File: config.mk
export PLATFORM = sky130hd
export DESIGN_NAME = imm_gen_pipe
export DESIGN_NICKNAME = d
export VERILOG_FILES = /design/src/rtl/imm_gen_pkg.sv /design/src/rtl/imm_extract.sv /design/src/rtl/imm_gen_pipe.sv
export SDC_FILE = /design/constraint.sdc
export NUM_CORES = 1
export LEC_CHECK = 0
export CAP_MARGIN = 20
export CORE_MARGIN = 8
export CORE_UTILIZATION = 45
export CTS_BUF_LIST = sky130_fd_sc_hd__clkbuf_4 sky130_fd_sc_hd__clkbuf_8
export DETAILED_ROUTE_END_ITERATION = 6
export GPL_TIMING_DRIVEN = 0
export HOLD_SLACK_MARGIN = 0.08
export PLACE_DENSITY_LB_ADDON = 0.3
export SYNTH_ARGS = -nofsm -noshare
export SYNTH_HDL_FRONTEND = slang
export SYNTH_SLANG_ARGS = --single-unit
File: constraint.sdc
create_clock -name clk_i -period 3.7 [get_ports clk_i]
set_input_delay 0.555 -clock clk_i [delete_from_list [all_inputs] [get_ports clk_i]]
set_output_delay 0.555 -clock clk_i [all_outputs]
set_load 0.1 [all_outputs]
File: src/rtl/imm_gen_pkg.sv
// Shared types and constants for the immediate-generation stage.
// Optional macro IMM_GEN_ZIMM_EN adds the CSR zero-extended immediate type (IMM_TYPE_Z).
package imm_gen_pkg;

    localparam int XLEN_32 = 32;
    localparam int XLEN_64 = 64;

    localparam int XLEN_DEFAULT = XLEN_64;

    // Stored entries are sized for the widest configuration; the top slices them down.
    localparam int IMM_MAX_W = 64;
    localparam int TAG_MAX_W = 64;

    typedef enum logic [2:0] {
        IMM_TYPE_NONE   = 3'd0,
        IMM_TYPE_I      = 3'd1,
        IMM_TYPE_S      = 3'd2,
        IMM_TYPE_B      = 3'd3,
        IMM_TYPE_U      = 3'd4,
        IMM_TYPE_J      = 3'd5,
`ifdef IMM_GEN_ZIMM_EN
        IMM_TYPE_ISHIFT = 3'd6,
        IMM_TYPE_Z      = 3'd7
`else
        IMM_TYPE_ISHIFT = 3'd6
`endif
    } immediate_type_e;

    typedef struct packed {
        logic [IMM_MAX_W-1:0] imm;
        logic [TAG_MAX_W-1:0] tag;
        logic                 err;
    } imm_entry_t;

endpackage

File: src/rtl/imm_extract.sv
// Combinational immediate extraction and sign extension for one instruction word.
// Optional macro IMM_GEN_ZIMM_EN enables the CSRRxI zero-extended immediate.
module imm_extract
    import imm_gen_pkg::*;
#(
    parameter int XLEN = XLEN_DEFAULT
) (
    input  logic [31:0]      instr_i,
    input  immediate_type_e  imm_type_i,
    output logic [XLEN-1:0]  imm_o,
    output logic             err_o
);

    logic signed [31:0] imm32_p0;
    logic               err_p0;
    logic               unused_opcode;

    assign unused_opcode = ^instr_i[6:0];

    // Every format is first built as a 32-bit signed value; zero-extended formats keep bit 31 clear.
    always_comb begin
        imm32_p0 = '0;
        err_p0   = 1'b0;
        case (imm_type_i)
            IMM_TYPE_NONE: imm32_p0 = '0;
            IMM_TYPE_I:    imm32_p0 = {{20{instr_i[31]}}, instr_i[31:20]};
            IMM_TYPE_S:    imm32_p0 = {{20{instr_i[31]}}, instr_i[31:25], instr_i[11:7]};
            IMM_TYPE_B:    imm32_p0 = {{19{instr_i[31]}}, instr_i[31], instr_i[7],
                                       instr_i[30:25], instr_i[11:8], 1'b0};
            IMM_TYPE_U:    imm32_p0 = {instr_i[31:12], 12'h000};
            IMM_TYPE_J:    imm32_p0 = {{11{instr_i[31]}}, instr_i[31], instr_i[19:12],
                                       instr_i[20], instr_i[30:21], 1'b0};
            IMM_TYPE_ISHIFT: begin
                if (XLEN == XLEN_32) begin
                    if (instr_i[25]) begin
                        err_p0 = 1'b1;
                    end else begin
                        imm32_p0 = {27'd0, instr_i[24:20]};
                    end
                end else begin
                    imm32_p0 = {26'd0, instr_i[25:20]};
                end
            end
`ifdef IMM_GEN_ZIMM_EN
            IMM_TYPE_Z:    imm32_p0 = {27'd0, instr_i[19:15]};
`endif
            default: begin
                imm32_p0 = '0;
                err_p0   = 1'b1;
            end
        endcase
    end

    assign imm_o = XLEN'(imm32_p0);
    assign err_o = err_p0;

endmodule

File: src/rtl/imm_gen_pipe.sv
// Immediate-generation stage: extracts the immediate at push and queues {imm, tag, err}
// in a DEPTH-entry FIFO with valid/ready on both sides. Optional macro: IMM_GEN_ZIMM_EN.
module imm_gen_pipe
    import imm_gen_pkg::*;
#(
    parameter int XLEN  = XLEN_DEFAULT,
    parameter int DEPTH = 2,
    parameter int TAG_W = 64
) (
    input  logic                        clk_i,
    input  logic                        rst_ni,
    input  logic                        flush_i,
    input  logic                        in_valid_i,
    output logic                        in_ready_o,
    input  logic [31:0]                 instr_i,
    input  immediate_type_e             imm_type_i,
    input  logic [TAG_W-1:0]            tag_i,
    output logic                        out_valid_o,
    input  logic                        out_ready_i,
    output logic [XLEN-1:0]             imm_o,
    output logic [TAG_W-1:0]            tag_o,
    output logic                        imm_err_o,
    output logic [$clog2(DEPTH+1)-1:0]  count_o
);

    localparam int CNT_W = $clog2(DEPTH + 1);
    localparam int PTR_W = $clog2(DEPTH);
    localparam logic [CNT_W-1:0] DEPTH_C = CNT_W'(DEPTH);

    logic [XLEN-1:0]  imm_p0;
    logic             err_p0;
    logic             vld_p0;
    logic             pop_p1;
    imm_entry_t       entry_p0;

    imm_entry_t       mem_p1 [DEPTH];
    imm_entry_t       head_p1;
    logic [PTR_W-1:0] wr_ptr_p1;
    logic [PTR_W-1:0] rd_ptr_p1;
    logic [CNT_W-1:0] count_p1;

    // Stage p0: extraction on the push path
    imm_extract #(
        .XLEN (XLEN)
    ) u_imm_extract (
        .instr_i    (instr_i),
        .imm_type_i (imm_type_i),
        .imm_o      (imm_p0),
        .err_o      (err_p0)
    );

    always_comb begin
        entry_p0     = '0;
        entry_p0.imm = IMM_MAX_W'(imm_p0);
        entry_p0.tag = TAG_MAX_W'(tag_i);
        entry_p0.err = err_p0;
    end

    // Readiness comes from the registered count only, so a full FIFO never accepts
    // even when the head retires in the same cycle.
    assign in_ready_o  = (count_p1 < DEPTH_C);
    assign out_valid_o = (count_p1 != '0);
    assign vld_p0      = in_valid_i && in_ready_o;
    assign pop_p1      = out_valid_o && out_ready_i;

    // Stage p1: FIFO storage and pointers
    always_ff @(posedge clk_i or negedge rst_ni) begin
        if (!rst_ni) begin
            wr_ptr_p1 <= '0;
            rd_ptr_p1 <= '0;
            count_p1  <= '0;
            for (int i = 0; i < DEPTH; i++) begin
                mem_p1[i] <= '0;
            end
        end else if (flush_i) begin
            wr_ptr_p1 <= '0;
            rd_ptr_p1 <= '0;
            count_p1  <= '0;
        end else begin
            if (vld_p0) begin
                mem_p1[wr_ptr_p1] <= entry_p0;
                wr_ptr_p1         <= wr_ptr_p1 + PTR_W'(1);
            end
            if (pop_p1) begin
                rd_ptr_p1 <= rd_ptr_p1 + PTR_W'(1);
            end
            if (vld_p0 && !pop_p1) begin
                count_p1 <= count_p1 + CNT_W'(1);
            end else if (!vld_p0 && pop_p1) begin
                count_p1 <= count_p1 - CNT_W'(1);
            end
        end
    end

    assign head_p1   = mem_p1[rd_ptr_p1];
    assign imm_o     = head_p1.imm[XLEN-1:0];
    assign tag_o     = head_p1.tag[TAG_W-1:0];
    assign imm_err_o = head_p1.err;
    assign count_o   = count_p1;

endmodule

==> qor.yml <==
status: "complete, no violations"
cellPowerDensity_mw_per_mm2: 713
fillers: 1768
reg2reg_depth: 6
cts_sinks: 198
clockRootBuffer: "clkbuf_8"
p_leak_nw: 6.23
via_per_inst: 5.03
regToRegEndpoint: "mem_p1[175]"
synth_area_leader_cell: "dfrtp_1"
drv_slew: 0
crit_required_ns: 3.14
ctsHoldBuffers: 0
syn2layout_area_growth_pct: 33.0
vias: 7637
grt_max_degree: 118
finClkSkew_ns: 0.00920
rr_startpoint: "count_o[1]"
ios: 237
synth.area.top_cells: "dfrtp_1 (54%), nand2_1 (18%), mux2_2 (12%), o21ai_0 (3.6%), buf_4 (2.6%)"
clock_path_buffers: 2
finalPower_mw: 8.70
synth_top_family_by_area: "simple AND/OR/NAND/NOR gates"
syn_avg_cell_area_um2: 9.28
critPathMaxFanout: 10
period_needed_ns: 3.53
cts_max_level: 4
drive_above_1_share: 0.193
tritoncts: "done"
ys_types: 34
met1_length_um: 11900
cts.clk_slew.worst_paths_ns: 0.10
criticalPathCategory: "reg -> out"
synth_fa_ha_area_frac: 0
route.detailed.drc: 0
postSynthCellCount: 989
tightest_slew_ns: 1.07
ys_ff_latch: 198
hold_viol: 0
synth-compound-area-share: 0.0642
ant_nets: 0
yosysSeqAreaShare: 0.540
hpwl_um: 18700
routed_wl_um: 26200
synthSimpleGateAreaFrac: 0.212
worstPathArrival_ns: 2.97
die_area_mm2: 0.0252
fmax_mhz: 283
clkLatencyLatePin_ns: 0.48
grt_pass1_wl_um: 42400
startpoint_type: "flip-flop"
syn-num-nets: 1093
min_path_type: "in -> async"
pre_cts_ws_ns: -0.156
netlist_area_mm2: 0.00918
antenna_cells: 0
initial_core_util: 0.456
drt_iter0_drc: 395
ys_warn_count: 0
die_w_um: 159
die_y_um: 159
fin_crit_sh: 0.953
core-area_mm2: 0.0201
ir_drop_uv: 435
synth_xor_area_frac: 0.00191
first_pass_iters: 5
maxCapViolCount: 0
rsz0062_at_grt: "false"
cp-end-kind: "output port"
setup_viol: 0
grt_pass1_vias: 7859
synth_mux_area_frac: 0.121
grt_overflow: 0
met3_length_um: 1540
yosysTopAreaCellShare: 0.540
gp_congestion: 0.874
routed.top_layer: "met4"
cts_made_buffers: 17
rows: 52
wire_per_inst_um: 17.3
relSlewSlack: 0.290
portBuffers: 227
wl_met2_um: 12200
worst_slack_ns: 0.173
r2r_slack_ns: 1.80
gr-usage-all-layers: 0.208
fin_nets: 1340
antenna_found_initial: 0
## area by class of cell
cell class                 instances  area (µm²)  area share
tap                              270         338      0.0277
clock buffer                      17         234      0.0192
multi-input combinational        689        3670       0.301
inverter                           3        11.3    0.000923
clock inverter                    15         163      0.0133
timing repair buffer             228        2280       0.187
buffer                            99         548      0.0449
sequential                       198        4950       0.406
## cells by family after synthesis
family,count (synthesis)
DFF,198
AOI/OAI and AO/OA,100
buffers and inverters,102
and+or+nand+nor,488
xor gates and xnor gates,2
muxes,99
## synthesized netlist by cell type
master	number
and4b_1	1
o21ai_0	66
a22oi_1	8
xor2_1	1
a21oi_1	4
mux2_2	99
or2_2	2
and4bb_2	1
nor4b_2	1
o311a_1	1
nor2_1	5
clkbuf_1	38
a21o_1	1
nand3_1	7
a32oi_1	11
or4b_1	1
xnor2_1	1
clkbuf_2	1
nor2b_1	4
nand2_1	451
inv_1	3
buf_2	24
buf_1	1
dfrtp_1	198
nor3b_1	1
buf_4	32
nand4bb_1	1
nand3b_1	7
a31oi_1	5
nand2b_1	5
a31o_2	3
buf_6	3
nor4bb_1	1
o211ai_1	1
## critical path, stage by stage (launching register included)
cell           delay [ns]
dfrtp_1              0.34
clkbuf_1             0.30
clkbuf_2             0.42
buf_2                0.35
mux2_2               0.22
dlygate4sd2_1        0.86
## cells in the final DEF, fill, tap and decap left out, types with 2 or more instances in the layout
cell type	synthesis	routed
buf_4	32	32
a31o_2	3	3
clkbuf_8	0	17
dlymetal6s2s_1	0	19
clkbuf_2	1	9
nand3b_1	7	7
clkbuf_1	38	36
buf_6	3	3
inv_6	0	4
inv_8	0	4
clkdlybuf4s15_2	0	33
mux2_2	99	98
or2_2	2	2
dlygate4sd2_1	0	63
nor2b_1	4	4
clkinvlp_4	0	3
clkdlybuf4s50_1	0	105
nand3_1	7	7
dfrtp_1	198	198
o21ai_0	66	66
nand2b_1	5	5
a21oi_1	4	4
nand2_1	451	451
a31oi_1	5	5
inv_1	3	3
nor2_1	5	5
a22oi_1	8	8
buf_2	24	24
a32oi_1	11	11
## power breakdown
group / switching, mW / internal (mW)
sequential: 0.263 / 2.69
combinational: 3.31 / 1.03
clock: 0.847 / 0.564
total: 4.42 / 4.28
## sequential cells by signal, indices dropped and copies added, names as in the netlist
signal / cells
count_o: 2
mem_p1: 194
rd_ptr_p1: 1
wr_ptr_p1: 1
## worst max path at each step
| stage | endpoint | cells past startpoint | slack (ns) | from |
|---|---|---|---|---|
| floorplan | imm_o[32] | 4 | 1.0 | rd_ptr_p1 |
| global placement | mem_p1[159] | 1 | -6.24 | rst_ni |
| detailed placement | imm_o[32] | 5 | -0.16 | rd_ptr_p1 |
| CTS | tag_o[49] | 4 | 0.001 | rd_ptr_p1 |
| global route | imm_o[22] | 5 | 0.0006 | rd_ptr_p1 |
| finish | imm_o[22] | 5 | 0.17 | rd_ptr_p1 |
## routing by layer
layer / global-route usage / vias to the layer above
met5: 0 / -
met3: 0.0582 / 33
met2: 0.328 / 237
li1: - / 3674
met4: 0.0628 / 0
met1: 0.275 / 3693
## repair_timing
item                                    4_1_cts  5_1_grt
setup buffers                                 0        0
gates resized for setup                     170       32
gates cloned                                  0        0
endpoints found under the setup margin      110       29
pin swaps                                     0        0
endpoints found under the hold margin         0        0
## metrics by stage
step	hold WS [ns]	setup TNS [ns]	instance area, µm²	util	std cells
after floorplan	0.259	0	9180	-	989
after global placement	0.452	-1237.30	11800	0.586	1486
after detailed placement	0.457	-4.53	11800	0.588	1487
after CTS	0.181	0	12200	0.606	1519
after global routing	0.211	0	12200	0.607	1519
final	0.145	0	12200	0.607	1519
(Power assumes the default switching activity.)
